<file path="config.mk">
export PLATFORM = sky130hd
export DESIGN_NAME = regfile_wb_arbiter
export DESIGN_NICKNAME = d
export VERILOG_FILES = /design/src/rtl/regfile_wb_arbiter.sv
export SDC_FILE = /design/constraint.sdc
export NUM_CORES = 1
export LEC_CHECK = 0
export CORE_MARGIN = 1.5
export CORE_UTILIZATION = 47
export DETAILED_ROUTE_END_ITERATION = 12
export GPL_TIMING_DRIVEN = 0
export PLACE_DENSITY = 0.92
export SLEW_MARGIN = 20
export SYNTH_ARGS = -nofsm -noshare
export SYNTH_HDL_FRONTEND = slang
export SYNTH_SLANG_ARGS = --single-unit
</file>
<file path="constraint.sdc">
create_clock -name clk -period 3.6 [get_ports clk]
set_input_delay 0.72 -clock clk [delete_from_list [all_inputs] [get_ports clk]]
set_output_delay 0.72 -clock clk [all_outputs]
set_load 0.02 [all_outputs]
</file>
<file path="src/rtl/regfile_wb_arbiter.sv">
// Register-file write-port arbiter shared by pipeline writeback, a buffered
// multiply/divide result stream and the debug port; also tracks MDU RAW hazards.
module regfile_wb_arbiter #(
  parameter int unsigned MDU_FIFO_DEPTH = 2,
  parameter int unsigned STARVE_LIMIT   = 4
) (
  input  logic        clk,
  input  logic        reset,
  input  logic        wb_we,
  input  logic [4:0]  wb_addr,
  input  logic [31:0] wb_data,
  output logic        wb_hold,
  input  logic        mdu_issue,
  input  logic [4:0]  mdu_issue_addr,
  input  logic        mdu_valid,
  output logic        mdu_ready,
  input  logic [4:0]  mdu_addr,
  input  logic [31:0] mdu_data,
  input  logic        dbg_req,
  input  logic [4:0]  dbg_addr,
  input  logic [31:0] dbg_wdata,
  output logic        dbg_ack,
  input  logic [4:0]  rs_addr,
  input  logic [4:0]  rt_addr,
  output logic        hazard_stall,
  output logic        rf_we,
  output logic [4:0]  rf_waddr,
  output logic [31:0] rf_wdata
);

  localparam int unsigned PW = (MDU_FIFO_DEPTH > 1) ? $clog2(MDU_FIFO_DEPTH) : 1;
  localparam int unsigned CW = PW + 1;
  localparam int unsigned SW = $clog2(STARVE_LIMIT + 1);

  typedef enum logic [1:0] {SRC_NONE, SRC_WB, SRC_FIFO, SRC_DBG} src_t;

  logic [4:0]    fifo_addr [MDU_FIFO_DEPTH];
  logic [31:0]   fifo_data [MDU_FIFO_DEPTH];
  logic [PW-1:0] wr_ptr, rd_ptr;
  logic [CW-1:0] count;
  logic [31:0]   busy, busy_next;
  logic [SW-1:0] starve_cnt, starve_next;
  logic          hold, hold_next;
  logic          fifo_empty, fifo_full, push, pop, starved;
  src_t          grant;

  assign fifo_empty = (count == '0);
  assign fifo_full  = (count == CW'(MDU_FIFO_DEPTH));
  assign mdu_ready  = !fifo_full;
  assign push       = mdu_valid && mdu_ready;
  assign pop        = (grant == SRC_FIFO);

  always_comb begin
    grant = SRC_NONE;
    if (hold)             grant = SRC_FIFO;
    else if (wb_we)       grant = SRC_WB;
    else if (!fifo_empty) grant = SRC_FIFO;
    else if (dbg_req)     grant = SRC_DBG;
  end

  always_comb begin
    rf_waddr = '0;
    rf_wdata = '0;
    unique case (grant)
      SRC_WB:   begin rf_waddr = wb_addr;           rf_wdata = wb_data;           end
      SRC_FIFO: begin rf_waddr = fifo_addr[rd_ptr]; rf_wdata = fifo_data[rd_ptr]; end
      SRC_DBG:  begin rf_waddr = dbg_addr;          rf_wdata = dbg_wdata;         end
      default:  ;
    endcase
  end

  // Combinational outputs are gated by reset so nothing writes while it is held.
  assign rf_we        = reset && (grant != SRC_NONE) && (rf_waddr != '0);
  assign dbg_ack      = reset && (grant == SRC_DBG);
  assign wb_hold      = hold;
  assign hazard_stall = ((rs_addr != '0) && busy[rs_addr]) ||
                        ((rt_addr != '0) && busy[rt_addr]);

  always_comb begin
    busy_next = busy;
    if (pop) busy_next[fifo_addr[rd_ptr]] = 1'b0;
    if (mdu_issue && (mdu_issue_addr != '0)) busy_next[mdu_issue_addr] = 1'b1;
    busy_next[0] = 1'b0;
  end

  // Hold arms on the edge where the count reaches the limit, so WB is held
  // after exactly STARVE_LIMIT ungranted cycles.
  always_comb begin
    starved     = !fifo_empty && !pop;
    starve_next = '0;
    if (starved)
      starve_next = (starve_cnt == SW'(STARVE_LIMIT)) ? starve_cnt : starve_cnt + 1'b1;
    hold_next = !hold && starved && (starve_next == SW'(STARVE_LIMIT));
  end

  always_ff @(posedge clk or negedge reset) begin
    if (!reset) begin
      wr_ptr     <= '0;
      rd_ptr     <= '0;
      count      <= '0;
      busy       <= '0;
      starve_cnt <= '0;
      hold       <= 1'b0;
    end else begin
      if (push) wr_ptr <= wr_ptr + 1'b1;
      if (pop)  rd_ptr <= rd_ptr + 1'b1;
      if (push && !pop)      count <= count + 1'b1;
      else if (!push && pop) count <= count - 1'b1;
      busy       <= busy_next;
      starve_cnt <= starve_next;
      hold       <= hold_next;
    end
  end

  always_ff @(posedge clk) begin
    if (push) begin
      fifo_addr[wr_ptr] <= mdu_addr;
      fifo_data[wr_ptr] <= mdu_data;
    end
  end

endmodule

</file>
; ---- Yosys cells after proc, flatten, opt, wreduce, memory -nomap -nowiden
; Memory sizes are Yosys's and may differ from the RTL's.
; Index checks and enable logic that the tools add are counted.
[word_totals]
reg_bits = 39
ram_bits = 74
memories = 2
in_bits = 132
out_inout_bits = 42
wordCells = 77
[op_classes]
bitwise_logic = 3
n_eq_ne = 6
add_sub_neg = 5
n_reduce_logical = 27
n_lt_le_gt_ge = 6
n_mux = 22
[mem_list]
columns = memory, depth, word_bits, rd, rd_clocked_by_memory_dff, write_ports, line_no
row1 = fifo_data, 2, 32, 1, 0, 1, 38  ; logic [31:0] fifo_data [MDU_FIFO_DEPTH];
row2 = fifo_addr, 2, 5, 1, 0, 1, 37  ; logic [4:0] fifo_addr [MDU_FIFO_DEPTH];
[ops]
columns = operator, count
row1 = $pmux 32 s3, 1
row2 = $mux 32, 2
row3 = $and 32x32->32, 1
row4 = $not 32->32, 1
row5 = $or 32x32->32, 1
row6 = $lt 5x6->1 const B, 4
row7 = $reduce_bool 5->1, 4
row8 = $pmux 5 s3, 1
row9 = $logic_and 1x1->1, 14
row10 = $mux 2, 6
row11 = $bmux 1 s5, 2
row12 = $demux 1 s5, 2
row13 = $ge 5x1->1 const B, 2
row14 = $eq 2x2->1 const B, 3
row15 = $eq 3x3->1 const B, 2
row16 = $mux 1, 6
row17 = $mux 3, 2
row18 = $logic_not 1->1, 5
row19 = $reduce_bool 2->1, 2
row20 = $add 3x1->3 const B, 1
row21 = $add 1x1->1 const B, 2
row22 = $add 2x1->2 const B, 1
row23 = $eq 2x1->1 const B, 1
row24 = $logic_not 2->1, 1
row25 = other kinds (2), 2

; ---- Longest topological paths before layout
[logic_depth]
word_depth = 10
ltp_mapped = 7

; ---- Worst setup path before layout
; OpenSTA, ideal clock, no wires.
[synth_path]
kind = register to register
from = reg count[0]
to = mem fifo_addr[0][0], enable pin
setup_time_ps = 431
required_ps = 3169
arrival_time_ps = 2401
period_less_slack_ps = 2832
path_buffers = 0
setup_slack_ps = 768
path_stages_with_launch = 4
cell_sequence = dfrtp_1 > nand2b_1 > nand2_1 > nor2_1
[synth_between]
elab_chain_cells = 5
[synth_rtl]
columns = element, line_no
row1 = start: declaration, 40  ; logic [CW-1:0] count;
row2 = start signal: assignment, 107  ; if (push && !pop) count <= count + 1'b1;
row3 = start signal: assignment, 108  ; else if (!push && pop) count <= count - 1'b1;
row4 = $eq 2x2->1, 48  ; assign fifo_full = (count == CW'(MDU_FIFO_DEPTH));
row5 = $logic_not 1->1, 49  ; assign mdu_ready = !fifo_full;
row6 = via mdu_ready, 16  ; output logic mdu_ready,
row7 = $logic_and 1x1->1, 50  ; assign push = mdu_valid && mdu_ready;
row8 = $mux 1, 116  ; if (push) begin
row9 = $mux 1 (not written as such), 117  ; fifo_addr[wr_ptr] <= mdu_addr;
row10 = end: declaration, 37
; The timed path passes the listed nets, and every way through them passes these cells.

; ---- Worst setup path after layout
[layout_path]
from = reg rd_ptr
to = out rf_wdata[4]
[layout_between]
elab_chain_cells = 2
[layout_rtl]
columns = element, line_no
row1 = start: declaration, 39  ; logic [PW-1:0] wr_ptr, rd_ptr;
row2 = start signal: assignment, 106  ; if (pop) rd_ptr <= rd_ptr + 1'b1;
row3 = $mem_v2 2x32, n/a
row4 = $pmux 32 s3, 64  ; unique case (grant)
row5 = end: declaration, 28  ; output logic [31:0] rf_wdata
; No other way between the ends.

==> impl_metrics.ini <==
[status]
status = finished, final reports clean

[die]
die_y_um = 112
fp.coreArea_um2 = 11500
dieArea_um2 = 12400
pin_count = 174
start_util = 0.482
die_w_um = 112
num_rows = 39

[clocking]
cts_tree = yes
htree_levels = 4
cts_buffer_depth = 2
hold_buffers = 0
cts_root_buffer = clkbuf_16
worstSkewPairLatency_ns = 0.41
clk_pin_slew_worst_paths_ns = 0.05
cts.sinks = 113
cts_buffers = 17

[sta]
fmaxAchievable_mhz = 288
finalWorstSetupSlack_ns = 0.128
setup-tns-final_ns = 0
min_period_ns = 3.47
hold_viol_final = 0
finalCritPeriodShare = 0.965
relSlewSlack = 0.514
maxSlewViolCount = 0
holdWs_ns = 0.247
final-setup-viol-count = 0
rsz0062_at_grt = false
worstMarginPinSlew_ns = 0.708
fin_skew_ns = 0.00785

[synthesis]
synthDistinctLibCells = 43
yosysMostFrequentCell = edfxtp_1
synthTopCellsByCount = 74 x edfxtp_1, 63 x o21ai_0, 53 x nor2_1, 39 x dfrtp_1, 36 x a222oi_1
synthFlopType = edfxtp_1
ys_ff_latch = 113
yosys_warnings = 0
synth_nets = 569
synth.top_cell.area_share = 0.402
avgSynthCellArea_um2 = 12.7
postSynth.asyncResetShare = 0.345
syn_inst = 434
yosysTopAreaCell = edfxtp_1
synthTopCellsByArea = edfxtp_1 40%, dfrtp_1 18%, mux2_2 7.1%, a222oi_1 6.5%, o21ai_0 5.7%
ys_seq_area_frac = 0.578
synth_edf_count = 74
synth_area_um2 = 5530

[routing]
wl_met2_um = 10200
top_layer = met4
antenna_left = 0
routedWlPerCell_um = 24.8
route.met3.wl_um = 1830
post-route-drc-count = 0
dr.first_iter.drc_count = 722
firstDrtPassIters = 6
vias = 5087
met1_length_um = 6640
vias_per_cell = 6.49
wl_um = 19500

[cells_and_area]
final_cell_area_um2 = 8120
nNetsFinal = 763
area_delta_synth_final_pct = 46.8
layout.cells.non_filler = 784
n_fill_cell = 723
final_layout_size_suffix_gt1_frac = 0.172
utilization = 0.708

[worst_setup_path]
timing.rr.end = busy[12]
crit_slowest_cell = dfrtp_1
required_ns = 2.88
worstPathCellList = buf_6, buf_2, mux2_2, a222oi_1, nor2_1, dlygate4sd2_1
reg2reg_depth = 6
crit_type = register to output pin
crit_path_end_kind = output pin
slowest_delay_ns = 0.50
reg2reg_from = rd_ptr
cp_data_arrival_time_ns = 2.75
cp-start-kind = register
crit_fanout = 10
r2r_slack_ns = 1.33

[pwr]
total_power_mw = 6.10
powerDensity_nw_per_um2 = 752
ir_drop_mv = 0.526
leakage_nw = 3.14

[placement]
port_buffers = 170
place_congestion = 0.900
place_area_um2 = 7500
placedCellCount = 750
dp_hpwl_um = 13300
post-place-ws_ns = -0.448

[hold_path]
hold_path_class = primary input to asynchronous set/reset pin

[job]
cap_violations = 0

[global_routing]
grt.total_usage = 0.319
grt_pass1_vias = 5374
antenna_found_initial = 1
grt_overflow = 0
grt_max_degree = 26
grt_pass1_wl_um = 29900
## cell families after synthesis
kind of cell	Yosys count	share of synthesized area
AOI/OAI and AO/OA	114	0.144
buffers and inverters	32	0.0265
muxes	61	0.146
and+or+nand+nor	105	0.0896
xor gates and xnor gates	6	0.00950
DFF	113	0.578
adders and majority gates	3	0.00678
## worst max-delay path by stage
stage               from                to  slack [ns]  cells after the start
4_1_cts            wb_we       rf_wdata[4]       0.003                      7
6_report          rd_ptr       rf_wdata[4]        0.13                      6
2_1_floorplan   count[0]   fifo_addr[0][0]        0.77                      3
5_1_grt           rd_ptr       rf_wdata[4]        0.05                      6
3_5_place_dp       wb_we       rf_wdata[6]       -0.45                      7
3_3_place_gp   mdu_valid  fifo_data[0][31]       -0.59                      3
## critical path, delay by kind of cell, from the launching register on
family	cells	cell delay, ns
AOI/OAI and AO/OA	1	0.47
muxes	1	0.38
and+or+nand+nor	1	0.14
DFF	1	0.50
buffers and inverters	3	0.86
## layer usage
layer / vias to the layer above / GRT usage
met5: - / 0
met4: 0 / 0.160
met3: 69 / 0.0773
met2: 401 / 0.564
met1: 2490 / 0.361
li1: 2127 / -
## final cells by class
type	count	area, um^2	area share
Buffer	24	156	0.0193
Timing Repair Buffer	175	1760	0.216
Multi-Input combinational cell	289	2230	0.274
Inverter	8	30.0	0.00370
Clock inverter	5	50.0	0.00616
Clock buffer	26	520	0.0641
Tap cell	143	179	0.0220
Antenna cell	1	2.50	0.000308
Sequential cell	113	3200	0.394
## flip-flops by register name (all words and copies together), names as in the netlist
name	cells
fifo_addr	10
starve_cnt	3
fifo_data	64
wb_hold	1
wr_ptr	1
count	2
rd_ptr	1
busy	31
## repair_timing
item / CTS / global route
gates resized for setup: 56 / 5
setup endpoints to repair: 40 / 6
buffers inserted: 2 / 0
pin swaps: 3 / 1
## layout by cell type, fill, tap and decap left out, drive strengths merged, types with 3 or more instances in the layout
master         count
dfrtp             39
nand3             11
inv                8
clkbuf            31
mux2              38
xor2               3
xnor2              3
o21ai             63
nand3b             6
mux4              11
nor2              53
mux2i             12
a222oi            36
nor2b              4
clkinv             4
dlymetal6s2s       3
edfxtp            74
buf               25
nand2             14
ha                 3
dlygate4sd2       35
clkdlybuf4s50    131
nand4              3
## where the power goes
| part | leakage [nW] | switching (mW) | total (mW) | internal (mW) |
|---|---|---|---|---|
| Clock | 0.285 | 0.562 | 1.62 | 1.05 |
| Combinational | 1.70 | 1.32 | 2.38 | 1.06 |
| Sequential | 1.16 | 0.276 | 2.10 | 1.83 |
Note: power is estimated with default switching activity, not from simulation.
